**src/rtl/sprite_palette_pkg.sv**
```systemverilog
// Shared types and constants for the sprite palette bank and its flash timer.
// DEFAULT_PAL is the 4-bit-per-channel palette that every bank reloads on reset.
package sprite_palette_pkg;

    typedef struct packed {
        logic [3:0] r;
        logic [3:0] g;
        logic [3:0] b;
    } rgb12_t;

    localparam int FLASH_CNT_W = 8;

    // Element 0 is the rightmost term.
    localparam logic [7:0][11:0] DEFAULT_PAL = {
        12'h621, 12'h070, 12'h05E, 12'hE30,
        12'h000, 12'hEBA, 12'h027, 12'h0E0
    };

endpackage

```
**src/rtl/palette_flash_timer.sv**
```systemverilog
// Damage-flash timer: loads FLASH_FRAMES on flash_start and counts frame ticks down to zero.
// flash_active comes only from the count register, so there is no path from flash_start.
module palette_flash_timer
    import sprite_palette_pkg::*;
#(
    parameter int FLASH_FRAMES = 8
) (
    input  logic Clk,
    input  logic Reset,
    input  logic frame_tick,
    input  logic flash_start,
    output logic flash_active
);

    logic [FLASH_CNT_W-1:0] count;

    always_ff @(posedge Clk or posedge Reset) begin
        if (Reset) begin
            count <= '0;
        end else if (flash_start) begin
            count <= FLASH_CNT_W'(FLASH_FRAMES);
        end else if (frame_tick && count != '0) begin
            count <= count - 1'b1;
        end
    end

    assign flash_active = (count != '0);

endmodule

```
**src/rtl/sprite_palette_bank.sv**
```systemverilog
// Writable multi-palette colour lookup for sprite pixels, with a 1-cycle registered output,
// colour-key transparency, and a frame-timed palette override for damage flashes.
module sprite_palette_bank
    import sprite_palette_pkg::*;
#(
    parameter int IDX_W        = 3,
    parameter int NUM_PAL      = 4,
    parameter int CH_W         = 4,
    parameter int KEY_IDX      = 0,
    parameter int FLASH_FRAMES = 8,
    localparam int PAL_W       = (NUM_PAL > 1) ? $clog2(NUM_PAL) : 1,
    localparam int ENT_W       = 3 * CH_W
) (
    input  logic             Clk,
    input  logic             Reset,
    input  logic             pix_valid,
    input  logic [PAL_W-1:0] pal_sel,
    input  logic [IDX_W-1:0] index,
    input  logic             wr_en,
    input  logic [PAL_W-1:0] wr_pal,
    input  logic [IDX_W-1:0] wr_idx,
    input  logic [ENT_W-1:0] wr_rgb,
    input  logic             frame_tick,
    input  logic             flash_start,
    input  logic [PAL_W-1:0] flash_pal,
    output logic             out_valid,
    output logic [CH_W-1:0]  red,
    output logic [CH_W-1:0]  green,
    output logic [CH_W-1:0]  blue,
    output logic             transparent,
    output logic             flash_active
);

    localparam int ENTRIES = 2 ** IDX_W;

    // Left-align a 4-bit default nibble into a CH_W channel, zero-filling below.
    function automatic logic [CH_W-1:0] widen(input logic [3:0] n);
        return CH_W'({n, {CH_W{1'b0}}} >> 4);
    endfunction

    function automatic logic [ENT_W-1:0] default_entry(input int i);
        rgb12_t d;
        d = '0;
        if (i < 8) d = rgb12_t'(DEFAULT_PAL[i[2:0]]);
        return {widen(d.r), widen(d.g), widen(d.b)};
    endfunction

    logic [ENT_W-1:0] mem [NUM_PAL][ENTRIES];
    logic [1:0]       vld_pipe;
    logic [PAL_W-1:0] eff_pal;
    logic             pal_ok;
    logic             wr_ok;
    logic [ENT_W-1:0] rd_rgb;

    palette_flash_timer #(
        .FLASH_FRAMES (FLASH_FRAMES)
    ) u_timer (
        .Clk          (Clk),
        .Reset        (Reset),
        .frame_tick   (frame_tick),
        .flash_start  (flash_start),
        .flash_active (flash_active)
    );

    assign eff_pal = flash_active ? flash_pal : pal_sel;
    assign pal_ok  = (32'(eff_pal) < NUM_PAL);
    assign wr_ok   = wr_en && (32'(wr_pal) < NUM_PAL);

    // Out-of-range palettes read as black; a same-cycle write to the read slot wins.
    always_comb begin
        rd_rgb = '0;
        if (pal_ok) rd_rgb = mem[eff_pal][index];
        if (wr_ok && wr_pal == eff_pal && wr_idx == index) rd_rgb = wr_rgb;
    end

    always_ff @(posedge Clk or posedge Reset) begin
        if (Reset) begin
            for (int p = 0; p < NUM_PAL; p++)
                for (int i = 0; i < ENTRIES; i++)
                    mem[p][i] <= default_entry(i);
        end else if (wr_ok) begin
            mem[wr_pal][wr_idx] <= wr_rgb;
        end
    end

    assign vld_pipe[0] = pix_valid;

    always_ff @(posedge Clk or posedge Reset) begin
        if (Reset) begin
            vld_pipe[1]          <= 1'b0;
            {red, green, blue}   <= '0;
            transparent          <= 1'b0;
        end else begin
            vld_pipe[1] <= vld_pipe[0];
            if (vld_pipe[0]) begin
                {red, green, blue} <= rd_rgb;
                transparent        <= (index == IDX_W'(KEY_IDX));
            end
        end
    end

    assign out_valid = vld_pipe[1];

endmodule
```
**config.mk**
```make
export PLATFORM = sky130hd
export DESIGN_NAME = sprite_palette_bank
export DESIGN_NICKNAME = d
export VERILOG_FILES = /design/src/rtl/sprite_palette_pkg.sv /design/src/rtl/palette_flash_timer.sv /design/src/rtl/sprite_palette_bank.sv
export SDC_FILE = /design/constraint.sdc
export NUM_CORES = 1
export LEC_CHECK = 0
export CORE_UTILIZATION = 57
export DETAILED_ROUTE_END_ITERATION = 12
export PLACE_DENSITY = 0.88
export SLEW_MARGIN = 5
export SYNTH_ARGS = -nofsm -noshare
export SYNTH_HDL_FRONTEND = slang
export SYNTH_SLANG_ARGS = --single-unit
```
**constraint.sdc**
```tcl
create_clock -name Clk -period 11.81 [get_ports Clk]
set_input_delay 1.181 -clock Clk [delete_from_list [all_inputs] [get_ports Clk]]
set_output_delay 1.181 -clock Clk [all_outputs]
set_load 0.02 [all_outputs]
```
# After elaboration in Yosys (flattened, before gate mapping)
# Cells that the tools add are included.
dict set report totals {
  regBits 406
  out_inout_bits 15
  elab_cells 74
}
dict set report classes {
  add_sub_neg 1
  order_cmp 6
  n_eq_ne 2
  muxes 15
  bitwise_logic 4
  reduce_logical 8
}
# cell n
set ops {}
lappend ops {{bitwise mux 384 bit} 1}
lappend ops {{two-way mux 96 bit} 3}
lappend ops {{binary-select mux 96 bit (select 2 bit)} 1}
lappend ops {{demux 96 bit (select 2 bit)} 1}
lappend ops {{two-way mux 12 bit} 4}
lappend ops {{binary-select mux 12 bit (select 3 bit)} 1}
lappend ops {{demux 12 bit (select 3 bit)} 1}
lappend ops {{two-way mux 8 bit} 2}
lappend ops {{>= comparator 4 bit (second input constant)} 2}
lappend ops {{inverter 3 -> 4 bit} 2}
lappend ops {{nonzero test 8 bit} 1}
lappend ops {{subtractor 8 x 1 -> 8 bit (second input constant)} 1}
lappend ops {{>= comparator 3 bit (second input constant)} 2}
lappend ops {{inverter 2 -> 3 bit} 2}
lappend ops {{logical AND 1 bit} 5}
lappend ops {{less-than comparator 4 x 1 -> 1 bit (second input constant)} 1}
lappend ops {{equality test 3 bit} 1}
lappend ops {{logical NOT 3 bit} 1}
lappend ops {{less-than comparator 3 x 1 -> 1 bit (second input constant)} 1}
lappend ops {{equality test 2 bit} 1}
lappend ops {{two-way mux 2 bit} 1}
lappend ops {{nonzero test 2 bit} 1}

# Depth between registers and ports, before layout
dict set report logic_depth {
  depth_word 10
  depth_mapped 13
  depth_no_buf 9
}

# Modules after synthesis
# A second synthesis with hierarchy kept.
dict set report unflattened {
  cells_unflattened 1420
  area_unflattened_um2 19137.1
}
# mod n_inst cells_per_inst area_per_inst_um2
set by_module_without_submodules {}
lappend by_module_without_submodules {sprite_palette_bank 1 1370 18665.4}
lappend by_module_without_submodules {palette_flash_timer 1 50 471.7}

# Worst setup path after synthesis
# Ideal clock, no wire load.
dict set report synth_path {
  path_type {input -> register}
  from {input port wr_pal[1]}
  to {register mem[289] (netlist name)}
  arrival_ps 2744
  required_time_ps 11685
  path_slack_ps 8941
  stages 5
  cell_sequence {clkbuf_1 -> or3b_2 -> nor2_1 -> clkbuf_1 -> mux2_2}
}
dict set report synth_between {
  elab_chain_len 6
}
# item line_no
set synth_rtl {}
lappend synth_rtl {{start, declared} sprite_palette_bank.sv:20} ;# input logic [PAL_W-1:0] wr_pal,
lappend synth_rtl {{inverter 2 -> 3 bit (not written as such) (*)} sprite_palette_bank.sv:82} ;# mem[wr_pal][wr_idx] <= wr_rgb;
lappend synth_rtl {{>= comparator 3 bit (not written as such) or less-than comparator 3 x 1 -> 1 bit (tied branches)} sprite_palette_bank.sv:82}
lappend synth_rtl {{logical AND 1 bit (not written as such)} sprite_palette_bank.sv:82}
lappend synth_rtl {{two-way mux 96 bit (not written as such)} sprite_palette_bank.sv:82}
lappend synth_rtl {{demux 96 bit (select 2 bit) (*)} sprite_palette_bank.sv:82}
lappend synth_rtl {{bitwise mux 384 bit (*)} sprite_palette_bank.sv:82}
lappend synth_rtl {{end signal, assigned by index} sprite_palette_bank.sv:80} ;# mem[p][i] <= default_entry(i);
lappend synth_rtl {{end signal, assigned by index} sprite_palette_bank.sv:82}
lappend synth_rtl {{end, declared} sprite_palette_bank.sv:48} ;# logic [ENT_W-1:0] mem [NUM_PAL][ENTRIES];
# Every way passes the cells marked *; elsewhere a longest branch is shown, timed or not.
# A chain may end at the register's enable or synchronous reset.

# Final worst setup path
dict set report layout_path {
  from {input port pal_sel[0]}
  to {register green[2]}
}
dict set report layout_between {
  elab_chain_len 9
}
# item line_no
set layout_rtl {}
lappend layout_rtl {{start, declared} sprite_palette_bank.sv:17} ;# input logic [PAL_W-1:0] pal_sel,
lappend layout_rtl {{two-way mux 2 bit (*)} sprite_palette_bank.sv:65} ;# assign eff_pal = flash_active ? flash_pal : pal_sel;
lappend layout_rtl {{inverter 2 -> 3 bit (not written as such)} sprite_palette_bank.sv:72} ;# if (pal_ok) rd_rgb = mem[eff_pal][index];
lappend layout_rtl {{binary-select mux 96 bit (select 2 bit)} sprite_palette_bank.sv:72}
lappend layout_rtl {{two-way mux 96 bit (not written as such) (2 in a row)} sprite_palette_bank.sv:72}
lappend layout_rtl {{binary-select mux 12 bit (select 3 bit)} sprite_palette_bank.sv:72}
lappend layout_rtl {{two-way mux 12 bit (not written as such) (2 in a row)} sprite_palette_bank.sv:72}
lappend layout_rtl {{two-way mux 12 bit (*)} sprite_palette_bank.sv:73} ;# if (wr_ok && wr_pal == eff_pal && wr_idx == index) rd_rgb = wr_rgb;
lappend layout_rtl {{end signal, assigned} sprite_palette_bank.sv:96} ;# {red, green, blue} <= rd_rgb;
lappend layout_rtl {{end, declared} sprite_palette_bank.sv:28} ;# output logic [CH_W-1:0] green,
# Every way passes the cells marked *; elsewhere a longest branch is shown, timed or not. The select of a mux whose other input is x is not followed.

==> results.md <==
- Synthesis Warnings: 0
- Area leader, netlist: dfrtp_1
- Min-Delay Path Class: reg -> reg
- #FFs+latches synth: 406
- Pwr Density: 184 mW/mm2
- Count of cells resized by post-cts repair: 0
- Initial antenna violation count: 1
- Clock Skews: 0.0295 ns
- Mapped cell area: 0.0207 mm2
- Initial Util: 58.1%
- Yosys cell types: 62
- Worst EP arrival: 5.68 ns
- Hold_buf cts: 0
- DRT iter0 DRCs: 1944
- Post-CTS Setup Bufs: 0
- Slew margin rel.: 5.13%
- Sequential fraction of the synthesis area: 49.8%
- Syn_nets: 1794
- Synth area leaders: dfrtp_1 (34%), mux2_2 (21%), dfstp_2 (16%), a211oi_1 (5.1%), and3_1 (3.3%)
- Fillers: 2563
- Top FF cell, synth: dfrtp_1
- Critical path peak fanout: 94
- Post-synth EDFFs: 0
- Cells after Synth: 1762
- Gr usage total: 32.2%
- Final setup fails: 0
- Peak Freq: 192 MHz
- Vias per cell: 7.06
- Routed wire length: 59.1 mm
- Commonest non-fill, non-tap cell in the layout: mux2_2
- RSZ-0062 raised after global routing: no
- RD Place Congestion: 0.955
- Final ANT Viol Nets: 0
- I/O pin total: 45
- Clock root cell: clkbuf_16
- N_diodes: 0
- Layout cells sized above 1: 37.4%
- Failing checks: DRC
- Final net count: 1733
- First-pass GRT wire length: 91.2 mm
- CTS Buf Count: 41
- Ys async rst share: 100%
- Crit path launch type: primary input
- Chip width: 193 um
- CTS tree: built
- Full die area: 0.0371 mm2
- Final Critical Period: 5.20 ns
- Final Hold Viols: 0
- TNS Setup: 0 ns
- Most frequent cells in the layout: mux2_2 (385), dfrtp_1 (278), a211oi_1 (140)
- Share of the synthesized area in the top cell type: 33.6%
- Lkg Pwr: 9.51 nW
- Vias in the first global route: 15900
- WL/cell: 26.9 um
- H-Tree Depth: 2
- Total gr overflow: 0
- Worst skew pair latency: 0.56 ns
- Final Max Tran Viols: 0
- Area grow syn2layout: 9.97%
- Die height: 193 um
- Clock buffer depth: 3
- Status: finished with violations
- Worst vdd ir: 0.000143 V
- Drt drc: 10
- Max-cap violations: 0
- Required time worst endpoint: 12.29 ns
- Largest net degree at the start of global routing: 167
- Post-DP HPWL: 34.3 mm
- I/O Buffers: 44
- Via Count: 15500
- Type of element capturing the critical path: register
- WS Path Type: in -> reg
- Core area: 0.0357 mm2
- 1st-pass router iterations: 10
- Area of the multi-input gates: 0.00967 mm2
- Syn_area_per_cell: 11.8 um2
- Fin crit share: 44.0%
- Core Rows: 69
- Final WS setup: 6.61 ns
- Sequential Area: 0.0103 mm2
- Clk slew on worst S/H paths: 0.06 ns
- # clock sinks: 406
- Setup WS pre-CTS: 6.23 ns
- Worst-margin pin slew: 1.42 ns
==> where the power goes <==
| group | total (mW) | leakage [nW] | switching (mW) | internal (mW) |
|---|---|---|---|---|
| Combinational | 0.900 | 3.91 | 0.501 | 0.399 |
| Clock | 1.41 | 0.715 | 0.560 | 0.853 |
| Sequential | 1.89 | 4.89 | 0.167 | 1.72 |
==> worst max-delay path, cell delays in order <==
cell      delay (ns)
buf_2           0.07
buf_4           0.66
nand3_2         1.12
nand2_4         1.09
o311ai_0        0.29
nor4_1          0.80
o22ai_1         0.20
o21ai_1         0.16
==> registers in the layout (all words and copies together) (netlist names) <==
| register | cells |
|---|---|
| u_timer.count | 8 |
| blue | 4 |
| out_valid | 1 |
| transparent | 1 |
| mem | 384 |
| red | 4 |
| green | 4 |
==> per-layer routing <==
layer / track usage [%] / wire length [um]
met5: 0 / 0
met4: 16.7 / 3040
met3: 8.58 / 6470
met2: 50.2 / 27100
met1: 41.2 / 22500
==> synth_stat cells, types with 3 or more instances <==
library cell and number:
a211oi_1 140, nand3b_1 4, nor2b_1 12, o31ai_1 13, o311ai_0 22, a211o_1 13, clkbuf_1 165, o21bai_1 11
o22ai_1 23, nand2_1 65, xnor2_1 7, nor3_1 4, mux2_2 385, inv_1 5, buf_2 12, a21boi_0 12
dfrtp_1 278, and3_1 110, nor3b_1 4, buf_1 5, o21ai_1 12, xor2_1 5, nor2_1 29, mux4_2 11
a311oi_1 47, nor4_1 23, nand2b_1 94, a31oi_1 13, o22a_1 11, o21ai_0 3, nand3_1 10, a21oi_1 49
dfstp_2 128
==> final timing paths <==
check | from | cells past startpoint | endpoint | slack [ns]
max in group asynchronous | Reset | 4 | mem[368]$_DFFE_PP0P_ | 8.48
worst min-delay path | mem[258]$_DFFE_PP0P_ | 1 | mem[258]$_DFFE_PP0P_ | 0.50
worst min register to register | mem[258]$_DFFE_PP0P_ | 1 | mem[258]$_DFFE_PP0P_ | 0.50
min in group asynchronous | Reset | 2 | mem[254]$_DFFE_PP0P_ | 1.11
worst max-delay path | pal_sel[0] | 8 | green[2]$_DFFE_PP0P_ | 6.61
worst max register to register | u_timer.count[0]$_DFFE_PP0P_ | 10 | green[2]$_DFFE_PP0P_ | 6.68
==> metrics by stage <==
stage / cells / utilization (%) / power [mW] / hold WS [ns] / instance area, um2
floorplan: 1762 / - / 2.50 / 0.471 / 20700
global placement: 2119 / 59.8 / 2.72 / 0.479 / 21300
detailed placement: 2119 / 59.8 / 2.78 / 0.485 / 21300
CTS: 2193 / 63.9 / 4.18 / 0.498 / 22800
global route: 2193 / 63.9 / 4.35 / 0.516 / 22800
finish: 2193 / 63.9 / 4.20 / 0.497 / 22800
==> final cells by class <==
type	count	area share, %
Sequential cell	406	45.3
Timing Repair Buffer	84	3.26
Multi-Input combinational cell	1163	42.4
Tap cell	461	2.53
Inverter	5	0.0988
Clock buffer	58	5.18
Clock inverter	16	1.23
==> cell families after synthesis <==
kind of cell | synth area share (%)
compound gates | 13.4
fa+ha+maj | 0.121
buf+inv | 3.69
mux | 22.2
flops | 49.8
xor+xnor | 0.507
simple gates | 10.3
No activity file was read; power rests on OpenSTA's default activity.
